--- src/rtl/spi_slave_responder.sv ---
// SPI mode-0 responder. SCLK, SS_n and MOSI are oversampled in the clk domain.
// Words move MSB-first, and a single holding register feeds the tx shifter.
module spi_slave_responder #(
  parameter int                DATA_W      = 8,
  parameter int                SYNC_STAGES = 2,
  parameter logic [DATA_W-1:0] IDLE_TX     = 8'hFF
) (
  input  logic              clk,
  input  logic              rst,
  input  logic              spi_sclk,
  input  logic              spi_ss_n,
  input  logic              spi_mosi,
  output logic              spi_miso,
  output logic              spi_miso_oe,
  input  logic [DATA_W-1:0] tx_data,
  input  logic              tx_valid,
  output logic              tx_ready,
  output logic [DATA_W-1:0] rx_data,
  output logic              rx_valid,
  output logic              frame_active,
  output logic              tx_underrun
);

  localparam int               CNT_W    = (DATA_W > 1) ? $clog2(DATA_W) : 1;
  localparam logic [CNT_W-1:0] LAST_CNT = CNT_W'(DATA_W - 1);

  typedef enum logic {ST_IDLE = 1'b0, ST_ACTIVE = 1'b1} state_t;

  logic [SYNC_STAGES-1:0] sclk_sync_q, ss_sync_q, mosi_sync_q;
  logic                   sclk_prev_q, ss_prev_q;
  logic                   sclk_s, ss_s, mosi_s;
  logic                   sclk_rise_s, sclk_fall_s, ss_rise_s, ss_fall_s;
  logic                   word_load_s;

  state_t              state_q, state_d;
  logic [DATA_W-1:0]   shift_tx_q, shift_tx_d;
  logic [DATA_W-1:0]   shift_rx_q, shift_rx_d;
  logic [DATA_W-1:0]   hold_q, hold_d;
  logic [DATA_W-1:0]   rx_data_q, rx_data_d;
  logic [CNT_W-1:0]    bit_cnt_q, bit_cnt_d;
  logic                boundary_q, boundary_d;
  logic                tx_ready_q, tx_ready_d;
  logic                rx_valid_q, rx_valid_d;
  logic                underrun_q, underrun_d;
  logic                oe_q, oe_d;
  logic                frame_q, frame_d;
  logic                miso_q, miso_d;

  // Input synchronizers plus one delay stage for edge detection.
  always_ff @(posedge clk or posedge rst) begin
    if (rst) begin
      sclk_sync_q <= '0;
      ss_sync_q   <= '1;
      mosi_sync_q <= '0;
      sclk_prev_q <= 1'b0;
      ss_prev_q   <= 1'b1;
    end else begin
      sclk_sync_q <= {sclk_sync_q[SYNC_STAGES-2:0], spi_sclk};
      ss_sync_q   <= {ss_sync_q[SYNC_STAGES-2:0], spi_ss_n};
      mosi_sync_q <= {mosi_sync_q[SYNC_STAGES-2:0], spi_mosi};
      sclk_prev_q <= sclk_sync_q[SYNC_STAGES-1];
      ss_prev_q   <= ss_sync_q[SYNC_STAGES-1];
    end
  end

  assign sclk_s      = sclk_sync_q[SYNC_STAGES-1];
  assign ss_s        = ss_sync_q[SYNC_STAGES-1];
  assign mosi_s      = mosi_sync_q[SYNC_STAGES-1];
  assign sclk_rise_s = sclk_s & ~sclk_prev_q;
  assign sclk_fall_s = ~sclk_s & sclk_prev_q;
  assign ss_rise_s   = ss_s & ~ss_prev_q;
  assign ss_fall_s   = ~ss_s & ss_prev_q;

  // A deselect in the same clk as an SCLK edge suppresses the boundary reload.
  assign word_load_s = ((state_q == ST_IDLE) && ss_fall_s) ||
                       ((state_q == ST_ACTIVE) && !ss_rise_s && sclk_fall_s && boundary_q);

  // Next-state logic for the frame FSM, both shifters and the tx holding register.
  always_comb begin
    state_d    = state_q;
    shift_tx_d = shift_tx_q;
    shift_rx_d = shift_rx_q;
    hold_d     = hold_q;
    rx_data_d  = rx_data_q;
    bit_cnt_d  = bit_cnt_q;
    boundary_d = boundary_q;
    tx_ready_d = tx_ready_q;
    rx_valid_d = 1'b0;
    underrun_d = 1'b0;
    oe_d       = oe_q;
    frame_d    = frame_q;

    case (state_q)
      ST_IDLE: begin
        if (ss_fall_s) begin
          state_d    = ST_ACTIVE;
          oe_d       = 1'b1;
          frame_d    = 1'b1;
          bit_cnt_d  = '0;
          boundary_d = 1'b0;
        end else begin
          state_d = ST_IDLE;
        end
      end
      ST_ACTIVE: begin
        if (ss_rise_s) begin
          state_d    = ST_IDLE;
          oe_d       = 1'b0;
          frame_d    = 1'b0;
          bit_cnt_d  = '0;
          boundary_d = 1'b0;
        end else if (sclk_rise_s) begin
          shift_rx_d = {shift_rx_q[DATA_W-2:0], mosi_s};
          if (bit_cnt_q == LAST_CNT) begin
            rx_data_d  = {shift_rx_q[DATA_W-2:0], mosi_s};
            rx_valid_d = 1'b1;
            bit_cnt_d  = '0;
            boundary_d = 1'b1;
          end else begin
            bit_cnt_d = bit_cnt_q + CNT_W'(1);
          end
        end else if (sclk_fall_s) begin
          if (boundary_q) begin
            boundary_d = 1'b0;
          end else begin
            shift_tx_d = {shift_tx_q[DATA_W-2:0], 1'b0};
          end
        end else begin
          state_d = ST_ACTIVE;
        end
      end
      default: begin
        state_d = ST_IDLE;
        oe_d    = 1'b0;
        frame_d = 1'b0;
      end
    endcase

    // Transfer needs a full register and capture an empty one, so they never overlap.
    if (word_load_s && !tx_ready_q) begin
      shift_tx_d = hold_q;
      tx_ready_d = 1'b1;
    end else if (word_load_s) begin
      shift_tx_d = IDLE_TX;
      underrun_d = 1'b1;
    end else begin
      underrun_d = 1'b0;
    end

    if (tx_valid && tx_ready_q) begin
      hold_d     = tx_data;
      tx_ready_d = 1'b0;
    end else begin
      hold_d = hold_q;
    end

    miso_d = oe_d & shift_tx_d[DATA_W-1];
  end

  // State and registered outputs.
  always_ff @(posedge clk or posedge rst) begin
    if (rst) begin
      state_q    <= ST_IDLE;
      shift_tx_q <= '0;
      shift_rx_q <= '0;
      hold_q     <= '0;
      rx_data_q  <= '0;
      bit_cnt_q  <= '0;
      boundary_q <= 1'b0;
      tx_ready_q <= 1'b1;
      rx_valid_q <= 1'b0;
      underrun_q <= 1'b0;
      oe_q       <= 1'b0;
      frame_q    <= 1'b0;
      miso_q     <= 1'b0;
    end else begin
      state_q    <= state_d;
      shift_tx_q <= shift_tx_d;
      shift_rx_q <= shift_rx_d;
      hold_q     <= hold_d;
      rx_data_q  <= rx_data_d;
      bit_cnt_q  <= bit_cnt_d;
      boundary_q <= boundary_d;
      tx_ready_q <= tx_ready_d;
      rx_valid_q <= rx_valid_d;
      underrun_q <= underrun_d;
      oe_q       <= oe_d;
      frame_q    <= frame_d;
      miso_q     <= miso_d;
    end
  end

  assign spi_miso     = miso_q;
  assign spi_miso_oe  = oe_q;
  assign tx_ready     = tx_ready_q;
  assign rx_data      = rx_data_q;
  assign rx_valid     = rx_valid_q;
  assign frame_active = frame_q;
  assign tx_underrun  = underrun_q;

endmodule
--- config.mk ---
export PLATFORM = sky130hd
export DESIGN_NAME = spi_slave_responder
export DESIGN_NICKNAME = d
export VERILOG_FILES = /design/src/rtl/spi_slave_responder.sv
export SDC_FILE = /design/constraint.sdc
export NUM_CORES = 1
export LEC_CHECK = 0
export ABC_AREA = 0
export CAP_MARGIN = 20
export CELL_PAD_IN_SITES_DETAIL_PLACEMENT = 1
export CELL_PAD_IN_SITES_GLOBAL_PLACEMENT = 2
export CORE_UTILIZATION = 37
export DETAILED_ROUTE_END_ITERATION = 7
export PLACE_DENSITY_LB_ADDON = 0.08
export RECOVER_POWER = 25
export SLEW_MARGIN = 20
export SYNTH_ARGS = -nofsm -noshare
export SYNTH_HDL_FRONTEND = slang
export SYNTH_SLANG_ARGS = --single-unit
--- constraint.sdc ---
create_clock -name clk -period 2 [get_ports clk]
set_input_delay 0.3 -clock clk [delete_from_list [all_inputs] [get_ports clk]]
set_output_delay 0.3 -clock clk [all_outputs]
set_load 0.02 [all_outputs]
==> results.sh <==
export IMPL_status="completed"
export IMPL_power_switching_mw=0.6652
export IMPL_fp_dieW_um=77.13
export IMPL_cts_sinks=50
export IMPL_register_area_mm2=0.001256
export IMPL_peakVddDrop_mv=0.5543
export IMPL_path_clk_slew_ns=0.09
export IMPL_grt_pass1_vias=1409
export IMPL_fin_crit_sh_pct=94.51
export IMPL_syn_nets=174
export IMPL_cts_resized_gates=0
export IMPL_num_rows=26
export IMPL_drive_above_1_share_pct=17.74
export IMPL_clock_latency_ns=0.29
export IMPL_finClkSkew_ns=0.008976
export IMPL_coreArea_mm2=0.005270
export IMPL_cts_buffers=5
export IMPL_drc_errors=0
export IMPL_synth_seq_cells=50
export IMPL_slowest_stage="dfstp_2"
export IMPL_setup_worst_path_class="flop to output port"
export IMPL_cpPeakStageDelay_ns=0.66
export IMPL_fill_cells=565
export IMPL_p_per_area_mw_per_mm2=970.4
export IMPL_routed_wirelength_um=3870
export IMPL_cts_buffer_depth=2
export IMPL_period_needed_ns=1.890
export IMPL_multi_input_area_um2=745.7
export IMPL_netSwitchingFraction_pct=27.57
export IMPL_via_per_inst=4.980
export IMPL_pre_cts_ws_ns=0.2508
export IMPL_cts_hold_buf=0
export IMPL_diodes=0
export IMPL_routed_via_count=1275
export IMPL_ys_warn_count=0
export IMPL_nets=203
export IMPL_max_slew_margin_pct=21.20
export IMPL_hold_viol_final=0
export IMPL_required_ns=1.70
export IMPL_synth_cell_types=34
export IMPL_clkPwrFrac_pct=23.3
export IMPL_worstHoldPathType="flop to flop"
export IMPL_grt_pass1_wl_um=6831
export IMPL_portBuffers=27
export IMPL_cts_root_buf="clkbuf_8"
export IMPL_dr_first_iter_drc_count=50
export IMPL_track_usage_pct=14.67
export IMPL_grt_max_degree=51
export IMPL_area_growth_pct=19.05
export IMPL_setup_violations=0
export IMPL_layout_common_cells="dfrtp_1, clkdlybuf4s50_1, mux2_2"
export IMPL_wl_per_cell_um=15.12
export IMPL_die_y_um=77.13
export IMPL_netlist_area_mm2=0.002088
export IMPL_path_cells="clkdlybuf4s50_1"
export IMPL_final_common_cell="dfrtp_1"
export IMPL_drv_slew=0
export IMPL_cp_max_fo=12
export IMPL_critPathTopFamily="flip-flops"
export IMPL_initial_utilization_pct=39.62
export IMPL_start_kind="flop"
export IMPL_ys_seq_area_share_pct=60.16
export IMPL_p_seq_share_pct=57.6
export IMPL_place_congestion=0.7257
export IMPL_antenna_found_initial=0
export IMPL_grt_overflow=0
export IMPL_max_freq_mhz=529.0
export IMPL_pwr_share_comb_pct=19.2
export IMPL_syn_inst=156
export IMPL_place_hpwl_um=2806
export IMPL_io_pins=28
export IMPL_worst_slew_pin_slew_ns=1.182
export IMPL_crit_buf_inv=1
export IMPL_postSynthAreaPerCell_um2=13.39
export IMPL_rsz0062_at_grt="no"
export IMPL_cts_tree="done"
export IMPL_die_area_mm2=0.005948
export IMPL_leakage_nw=1.112
export IMPL_holdWs_ns=0.3599
export IMPL_end_kind="output port"
export IMPL_p_int_mw=1.747
export IMPL_setup_tns_ns=0
export IMPL_antenna_left=0
export IMPL_htreeDepth=2
export IMPL_post_cts_buffers=0
export IMPL_drt_pass1_iterations=4
export IMPL_cp_arrival_ns=1.59
export IMPL_final_setup_worst_slack_ns=0.1097
export IMPL_maxCapViolations=0
## power groups by stage
stage	clock [mW]	combinational (mW)	sequential (mW)
final	0.561	0.462	1.39
after global routing	0.634	0.515	1.42
after CTS	0.585	0.481	1.39
after detailed placement	0	0.480	1.41
after global placement	0	0.449	1.40
after floorplan	0	0.330	1.37
## registers in the layout, summed over array words and instances (netlist names)
signal / cells
ss_sync_q: 2
sclk_prev_q: 1
tx_underrun: 1
ss_prev_q: 1
spi_miso_oe: 1
shift_rx_q: 7
boundary_q: 1
bit_cnt_q: 3
hold_q: 8
shift_tx_q: 8
sclk_sync_q: 2
state_q: 1
rx_valid: 1
mosi_sync_q: 2
tx_ready: 1
spi_miso: 1
rx_data: 8
frame_active: 1
## synth_stat cells, drive strengths merged
cell type	n	area share, %
nor3b	1	0.90
dfstp	4	5.0
a21boi	1	0.36
or2	2	0.60
a41oi	2	1.2
inv	6	1.1
nand2	8	1.8
nor2	7	1.3
ha	4	2.4
and2	1	0.42
mux2	23	12
dfrtp	46	55
a21oi	10	2.4
nand2b	2	0.72
a211oi	3	1.1
and3	1	0.30
o21ai	5	1.2
nor2b	3	0.90
and4	1	0.42
buf	8	3.1
o22a	1	0.42
a311o	1	0.48
o21a	1	0.36
mux2i	7	3.4
nor3	6	1.4
o221a	1	0.96
nand3b	1	0.36
## metal layers
| layer | track usage (%) | routed length, um | share of wire (%) |
|---|---|---|---|
| met4 | 4.340 | 45 | 1.2 |
| met1 | 18.10 | 1693 | 44 |
| met2 | 24.87 | 1994 | 52 |
| met3 | 4.048 | 137 | 3.5 |
| met5 | 0 | 0 | 0 |
## layout make-up
type,count,share of cell area [%]
clock inverter,1,0.3020
tap,70,3.523
multi-input combinational,92,30.00
inverter,6,0.9059
clock buffer,7,3.070
timing repair buffer,30,11.68
sequential,50,50.53
## logic make-up after synthesis
| family | share of synthesized area, % |
|---|---|
| multiplexers | 15.76 |
| buffers and inverters | 4.134 |
| flip-flops | 60.16 |
| AND/OR/NAND/NOR | 9.109 |
| adder cells (fa/ha/maj) | 2.397 |
| AO/OA/AOI/OAI | 8.449 |
## worst reg2reg max path, delay by kind of cell, from the launching register on
| kind | cells | cell delay, ns |
|---|---|---|
| buf+inv | 1 | 0.20 |
| flops | 1 | 0.55 |
| mux | 1 | 0.34 |
| simple gates | 2 | 0.55 |
## per-stage QoR
stage	instance area, um2	power, mW	util, %	instances
after global routing	2486	2.571	47.17	256
after floorplan	2088	1.704	-	156
after CTS	2501	2.460	47.46	256
final	2486	2.412	47.17	256
after global placement	2417	1.847	45.87	248
after detailed placement	2417	1.891	45.87	248
## path summary, 6_finish.rpt
| path | start | to | slack, ns | depth (start not counted) |
|---|---|---|---|---|
| max | tx_ready | tx_ready | 0.11 | 1 |
| min | ss_sync_q[0] | ss_sync_q[1] | 0.36 | 0 |
| max reg2reg | ss_prev_q | shift_rx_q[4] | 0.26 | 4 |
| min reg2reg | ss_sync_q[0] | ss_sync_q[1] | 0.36 | 0 |
| max in group asynchronous | rst | shift_tx_q[7] | 0.45 | 3 |
| min in group asynchronous | rst | hold_q[6] | 0.83 | 3 |
No activity file was read; power rests on OpenSTA's default activity.
